==> config.mk <==
export PLATFORM = sky130hd
export DESIGN_NAME = dcpu_mem_sys
export DESIGN_NICKNAME = d
export VERILOG_FILES = /design/src/rtl/dcpu_mem_sys.sv
export SDC_FILE = /design/constraint.sdc
export NUM_CORES = 2
export LEC_CHECK = 0
export CORE_MARGIN = 2
export CORE_UTILIZATION = 50
export CTS_BUF_LIST = sky130_fd_sc_hd__clkbuf_2
export CTS_CLUSTER_SIZE = 16
export DETAILED_ROUTE_END_ITERATION = 8
export PLACE_DENSITY = 0.69
export REMOVE_ABC_BUFFERS = 1
export SLEW_MARGIN = 20
export SYNTH_ARGS = -nofsm -noshare
export SYNTH_HDL_FRONTEND = slang
export SYNTH_SLANG_ARGS = --single-unit
==> constraint.sdc <==
create_clock -name clk -period 4.9 [get_ports clk]
set_input_delay 0.98 -clock clk [delete_from_list [all_inputs] [get_ports clk]]
set_output_delay 0.98 -clock clk [all_outputs]
set_load 0.05 [all_outputs]
==> src/rtl/dcpu_mem_sys.sv <==
// Memory subsystem behind the dCPU memory port: unified RAM, TX FIFO, RX holding
// register and status register, plus a side-band preload port for RAM.
module dcpu_mem_sys #(
    parameter logic [7:0] IO_BASE  = 8'hF0,
    parameter int         TX_DEPTH = 4
) (
    input  logic       clk,
    input  logic       rst,
    input  logic       r_n,
    input  logic       w_n,
    input  logic [7:0] addr,
    input  logic [7:0] wdata,
    output logic [7:0] rdata,
    input  logic       prog_we,
    input  logic [7:0] prog_addr,
    input  logic [7:0] prog_data,
    output logic [7:0] tx_data,
    output logic       tx_valid,
    input  logic       tx_ready,
    input  logic [7:0] rx_data_in,
    input  logic       rx_valid,
    output logic       rx_ready,
    output logic       err
);
    localparam int PW = $clog2(TX_DEPTH);
    localparam int CW = PW + 1;
    localparam logic [CW-1:0] FULL_CNT = CW'(TX_DEPTH);
    localparam logic [7:0] TX_ADDR = IO_BASE;
    localparam logic [7:0] ST_ADDR = IO_BASE + 8'd1;
    localparam logic [7:0] RX_ADDR = IO_BASE + 8'd2;

    logic [7:0]    r_ram [0:IO_BASE-1];
    logic [7:0]    r_fifo [0:TX_DEPTH-1];
    logic [PW-1:0] r_rd_ptr;
    logic [PW-1:0] r_wr_ptr;
    logic [CW-1:0] r_count;
    logic          r_ovf;
    logic          r_err;
    logic          r_rx_avail;
    logic [7:0]    r_rx_data;

    logic       w_rd, w_wr, w_conflict;
    logic       w_is_ram, w_tx_full, w_push, w_pop, w_push_ok;
    logic       w_prog_ok;
    logic [7:0] w_rdata;

    // A conflicting access is neither a read nor a write.
    assign w_conflict = !r_n && !w_n;
    assign w_rd       = !r_n && w_n;
    assign w_wr       = !w_n && r_n;
    assign w_is_ram   = (addr < IO_BASE);
    assign w_prog_ok  = prog_we && (prog_addr < IO_BASE);

    assign w_tx_full  = (r_count == FULL_CNT);
    assign tx_valid   = (r_count != '0);
    assign tx_data    = r_fifo[r_rd_ptr];
    assign w_pop      = tx_valid && tx_ready;
    assign w_push     = w_wr && (addr == TX_ADDR);
    assign w_push_ok  = w_push && (!w_tx_full || w_pop);

    assign rx_ready   = !r_rx_avail;
    assign err        = r_err;

    always_comb begin
        w_rdata = 8'h00;
        if (w_rd) begin
            if (w_is_ram)
                w_rdata = r_ram[addr];
            else if (addr == ST_ADDR)
                w_rdata = {4'b0, r_err, r_ovf, r_rx_avail, w_tx_full};
            else if (addr == RX_ADDR)
                w_rdata = r_rx_data;
        end
    end
    assign rdata = w_rdata;

    // Storage arrays carry no reset so RAM contents survive rst.
    always_ff @(posedge clk) begin
        if (w_prog_ok)
            r_ram[prog_addr] <= prog_data;
        else if (w_wr && w_is_ram && !prog_we)
            r_ram[addr] <= wdata;
        if (w_push_ok)
            r_fifo[r_wr_ptr] <= wdata;
        if (!r_rx_avail && rx_valid)
            r_rx_data <= rx_data_in;
    end

    always_ff @(posedge clk or posedge rst) begin
        if (rst) begin
            r_rd_ptr   <= '0;
            r_wr_ptr   <= '0;
            r_count    <= '0;
            r_ovf      <= 1'b0;
            r_err      <= 1'b0;
            r_rx_avail <= 1'b0;
        end else begin
            if (w_pop)
                r_rd_ptr <= r_rd_ptr + PW'(1);
            if (w_push_ok)
                r_wr_ptr <= r_wr_ptr + PW'(1);
            if (w_push_ok && !w_pop)
                r_count <= r_count + CW'(1);
            else if (w_pop && !w_push_ok)
                r_count <= r_count - CW'(1);

            if (w_push && w_tx_full && !w_pop)
                r_ovf <= 1'b1;
            else if (w_wr && addr == ST_ADDR && wdata[2])
                r_ovf <= 1'b0;

            if (w_conflict)
                r_err <= 1'b1;
            else if (w_wr && addr == ST_ADDR && wdata[3])
                r_err <= 1'b0;

            if (!r_rx_avail && rx_valid)
                r_rx_avail <= 1'b1;
            else if (w_rd && addr == RX_ADDR)
                r_rx_avail <= 1'b0;
        end
    end
endmodule

==> run_summary.xml <==
<?xml version="1.0" encoding="UTF-8"?>
<metrics>
  <group name="worst_setup_path">
    <metric name="critical_path_peak_fanout" unit="">1</metric>
    <metric name="startpoint_types" unit="">flip-flop</metric>
    <metric name="launch_point_of_the_worst_reg_to_reg_path" unit="">r_count[0]$_DFFE_PP0P_</metric>
    <metric name="timing.critical_path.required" unit="ns">3.92</metric>
    <metric name="crit_slowest_cell" unit="">sky130_fd_sc_hd__mux4_2</metric>
    <metric name="cpMostUsedCell" unit="">sky130_fd_sc_hd__buf_4</metric>
    <metric name="rrSetupSlack" unit="ns">2.51</metric>
    <metric name="worstRegToRegCells" unit="">7</metric>
    <metric name="critical_path_cell_list" unit="">mux4_2 &gt; a22o_1 &gt; a221oi_2 &gt; buf_4 &gt; o22ai_2 &gt; o311ai_4 &gt; buf_4 &gt; nand4_1 &gt; buf_6</metric>
    <metric name="worstSetupPathType" unit="">flip-flop to output port</metric>
    <metric name="worstReg2RegEnd" unit="">r_count[1]$_DFFE_PP0P_</metric>
    <metric name="end_kind" unit="">output port</metric>
    <metric name="max_stage_delay" unit="ns">0.48</metric>
    <metric name="critPathArrivalTime" unit="ns">4.77</metric>
  </group>
  <group name="layout">
    <metric name="final_net_count" unit="">4587</metric>
    <metric name="final_core_util" unit="%">57.9</metric>
    <metric name="syn2layout_area_growth" unit="%">15.3</metric>
    <metric name="most_common_library_cell_in_the_layout_ignoring_fill_and_taps" unit="">sky130_fd_sc_hd__edfxtp_1</metric>
    <metric name="ff_latch_area" unit="um2">59100</metric>
    <metric name="multi_input_area" unit="um2">17200</metric>
    <metric name="drive_above_1_share" unit="%">36.7</metric>
    <metric name="fillers" unit="">11289</metric>
    <metric name="highest_count_cells_in_the_layout_ignoring_fill_and_taps" unit="">1960 x sky130_fd_sc_hd__edfxtp_1, 668 x sky130_fd_sc_hd__clkbuf_2, 456 x sky130_fd_sc_hd__buf_4, 452 x sky130_fd_sc_hd__mux4_2, 258 x sky130_fd_sc_hd__nor2_1</metric>
  </group>
  <group name="power_and_ir_drop">
    <metric name="peakVddDrop" unit="mV">0.280</metric>
    <metric name="power_density" unit="nW/um2">356</metric>
    <metric name="finalPower" unit="W">0.0316</metric>
    <metric name="power_leakage" unit="nW">29.2</metric>
  </group>
  <group name="timing">
    <metric name="timing.final.ws_setup" unit="ns">-0.848</metric>
    <metric name="finClkSkew" unit="ns">0.0376</metric>
    <metric name="fin_crit_sh" unit="%">117</metric>
    <metric name="rsz0062_at_grt" unit="">true</metric>
    <metric name="timing.final.max_slew_violations" unit="">0</metric>
    <metric name="hold_viol_final" unit="">0</metric>
    <metric name="fin_setup_tns" unit="ns">-3.54</metric>
    <metric name="hold-worst-slack" unit="ns">0.262</metric>
    <metric name="worst_slew_margin_rel" unit="%">19.6</metric>
    <metric name="timing.final.setup_violations" unit="">8</metric>
    <metric name="worst_slew_pin_slew" unit="ns">1.21</metric>
    <metric name="max_freq" unit="MHz">174</metric>
    <metric name="period_minus_slack" unit="ns">5.75</metric>
  </group>
  <group name="routing">
    <metric name="vias" unit="">42549</metric>
    <metric name="drt_via_density" unit="">6.15</metric>
    <metric name="detail_route.drc_violations" unit="">0</metric>
    <metric name="finalWirelength" unit="um">206000</metric>
    <metric name="dr.first_iter.drc_count" unit="">5508</metric>
    <metric name="residual_antenna_violating_net_count_after_detailed_routing" unit="">0</metric>
    <metric name="post_drt_wl_per_cell" unit="um">29.8</metric>
    <metric name="drt_first_pass_iters" unit="">6</metric>
  </group>
  <group name="placed_design">
    <metric name="preCtsSetupSlack" unit="ns">-0.801</metric>
    <metric name="routability_driven_placement_congestion_ratio" unit="">0.901</metric>
    <metric name="io_buffers" unit="">65</metric>
    <metric name="dp.final_hpwl" unit="um">133000</metric>
  </group>
  <group name="cts">
    <metric name="clkTransAtPathRegs" unit="ns">0.11</metric>
    <metric name="cts_made_buffers" unit="">473</metric>
    <metric name="cts_setup_buffers" unit="">0</metric>
    <metric name="clk_path_buf_depth" unit="">4</metric>
    <metric name="ctsHtreeMaxLevel" unit="">5</metric>
    <metric name="clk_root_buffer_cell" unit="">sky130_fd_sc_hd__clkbuf_2</metric>
    <metric name="insertion_delay" unit="ns">1.86</metric>
    <metric name="clock_tree_from_tritoncts" unit="">built</metric>
    <metric name="clock_sinks" unit="">1970</metric>
  </group>
  <group name="status">
    <metric name="failed_checks" unit="">negative setup slack</metric>
    <metric name="outcome" unit="">finished with violations</metric>
  </group>
  <group name="global_routing">
    <metric name="grt_max_degree" unit="">137</metric>
    <metric name="first_global_vias" unit="">42581</metric>
    <metric name="global_route_wire_length_before_repair" unit="um">296000</metric>
    <metric name="grt_antenna_before_repair" unit="">6</metric>
    <metric name="grtUsageTotal" unit="%">26.4</metric>
    <metric name="gr-total-overflow" unit="">0</metric>
  </group>
  <group name="logic_synthesis">
    <metric name="synth.mux.area_fraction" unit="%">15.7</metric>
    <metric name="post_synth_fa_ha_maj_area_fraction" unit="%">0.107</metric>
    <metric name="postSynthRegisterBits" unit="">1970</metric>
    <metric name="synth.yosys.warnings" unit="">0</metric>
    <metric name="async_reset_ff_share" unit="%">0.508</metric>
    <metric name="main_combinational_cell_family_by_area_after_synthesis" unit="">multiplexers</metric>
    <metric name="yosys.cell_types.count" unit="">72</metric>
    <metric name="synth_compound_gate_area_share" unit="%">2.83</metric>
    <metric name="yosys.area_share.simple" unit="%">2.94</metric>
    <metric name="yosysSeqAreaShare" unit="%">76.7</metric>
    <metric name="synth_area" unit="um2">77100</metric>
    <metric name="xor_xnor_portion_of_the_synthesized_cell_area" unit="%">0.0682</metric>
    <metric name="synthFlopType" unit="">sky130_fd_sc_hd__edfxtp_1</metric>
    <metric name="number_of_enable_type_register_cells_in_the_synthesized_netlist" unit="">1960</metric>
    <metric name="syn-instance-count" unit="">3649</metric>
    <metric name="synth_area_per_cell" unit="um2">21.1</metric>
  </group>
  <group name="die">
    <metric name="die_w" unit="um">397</metric>
    <metric name="design.portCount" unit="">66</metric>
    <metric name="floorplan.die_area" unit="um2">157000</metric>
    <metric name="floorplan.die.height" unit="um">397</metric>
    <metric name="core_area" unit="um2">154000</metric>
    <metric name="row_count" unit="">144</metric>
    <metric name="effective_utilization_at_floorplan" unit="%">50.2</metric>
  </group>
  <group name="job">
    <metric name="max_cap_viol_count" unit="">0</metric>
  </group>
  <group name="worst_hold_path">
    <metric name="worst_hold_path.endpoint" unit="">r_ovf$_DFFE_PP0P_</metric>
    <metric name="timing.hold.worst_path_depth" unit="">6</metric>
    <metric name="hold_class" unit="">input pin to flip-flop</metric>
    <metric name="min_from" unit="">w_n</metric>
  </group>
</metrics>
==> worst max-delay path: cells and delay by family (launching register included) <==
family                 cells  cell delay (ns)
DFF                        1             0.37
buffers and inverters      3             0.68
muxes                      1             0.48
AOI/OAI and AO/OA          4             1.02
and+or+nand+nor            1             0.37
==> metal layers <==
| metal | track usage (%) | wire (um) |
|---|---|---|
| met4 | 10.8 | 8130 |
| met3 | 6.94 | 24000 |
| met1 | 36.5 | 77800 |
| met5 | 0 | 70 |
| met2 | 40.4 | 96500 |
==> kinds of logic after synthesis <==
kind of cell | after synthesis
AOI/OAI and AO/OA | 312
xor gates and xnor gates | 6
adders and majority gates | 6
buffers and inverters | 222
DFF | 1970
muxes | 614
and+or+nand+nor | 519
==> worst max path at each step <==
| stage | start | endpoint | slack [ns] | depth (start not counted) |
|---|---|---|---|---|
| after global placement | addr[0] | rdata[5] | -0.83 | 12 |
| after CTS | r_ram[231][5]$_DFFE_PP_ | rdata[5] | -1.07 | 8 |
| after global routing | r_ram[133][5]$_DFFE_PP_ | rdata[5] | -1.07 | 10 |
| after detailed placement | addr[0] | rdata[2] | -0.80 | 11 |
| after floorplan | addr[4] | r_ram[0][0]$_DFFE_PP_ | -0.54 | 5 |
| final | r_ram[206][5]$_DFFE_PP_ | rdata[5] | -0.85 | 9 |
==> area by class of cell <==
type                       instances  share of cell area, %
sequential                      1970                   66.5
multi-input combinational       1457                   19.4
timing repair buffer             624                   6.66
clock buffer                     668                   3.76
tap                             2044                   2.88
clock inverter                   142                  0.769
inverter                           8                 0.0338
antenna                            7                 0.0197
==> through the flow <==
step | std cells | area [um2]
6_report | 6920 | 88900
5_1_grt | 6919 | 88900
4_1_cts | 6914 | 88700
3_5_place_dp | 6081 | 84100
3_3_place_gp | 6081 | 84100
2_1_floorplan | 3435 | 75800
==> cell usage after synthesis, drive strengths merged (5+ instances only) <==
library cell / instances / share of area, %
ha: 5 / 0.081
a31oi: 6 / 0.049
mux4: 467 / 14
a211oi: 18 / 0.18
inv: 7 / 0.034
a21oi: 43 / 0.28
nor3: 7 / 0.052
o211ai: 10 / 0.097
buf: 139 / 1.3
and3: 5 / 0.041
o311ai: 5 / 0.057
nand2b: 23 / 0.19
a2111oi: 5 / 0.057
clkbuf: 75 / 0.37
a22oi: 79 / 0.77
dfrtp: 10 / 0.32
o21ai: 50 / 0.32
nor2b: 20 / 0.16
nand2: 116 / 0.56
o221ai: 5 / 0.057
nand4: 8 / 0.065
and2: 8 / 0.065
mux2i: 136 / 1.8
o22ai: 23 / 0.19
edfxtp: 1960 / 76
nand3: 42 / 0.27
a22o: 8 / 0.091
o21a: 5 / 0.049
nor4: 5 / 0.041
mux2: 11 / 0.16
nor2: 265 / 1.3
a221oi: 31 / 0.36
nand3b: 6 / 0.058
==> flip-flops by register name, summed over array words and instances, names as in the netlist <==
register and cells:
r_rd_ptr 2, r_ram 1920, r_wr_ptr 2, r_count 3, r_rx_avail 1, r_fifo 32, r_ovf 1, r_rx_data 8
err 1
==> report_power, final <==
part | internal, W | total, W | switching [W]
sequential | 0.0187 | 0.0188 | 0.0000695
clock | 0.00390 | 0.0102 | 0.00626
combinational | 0.00105 | 0.00270 | 0.00165
==> timing repair <==
action	4_1_cts	5_1_grt
endpoints found under the setup margin	16	12
gates resized for setup	78	34
pin swaps	21	23
hold buffers	29	0
endpoints found under the hold margin	131	0
(Power assumes the default switching activity.)
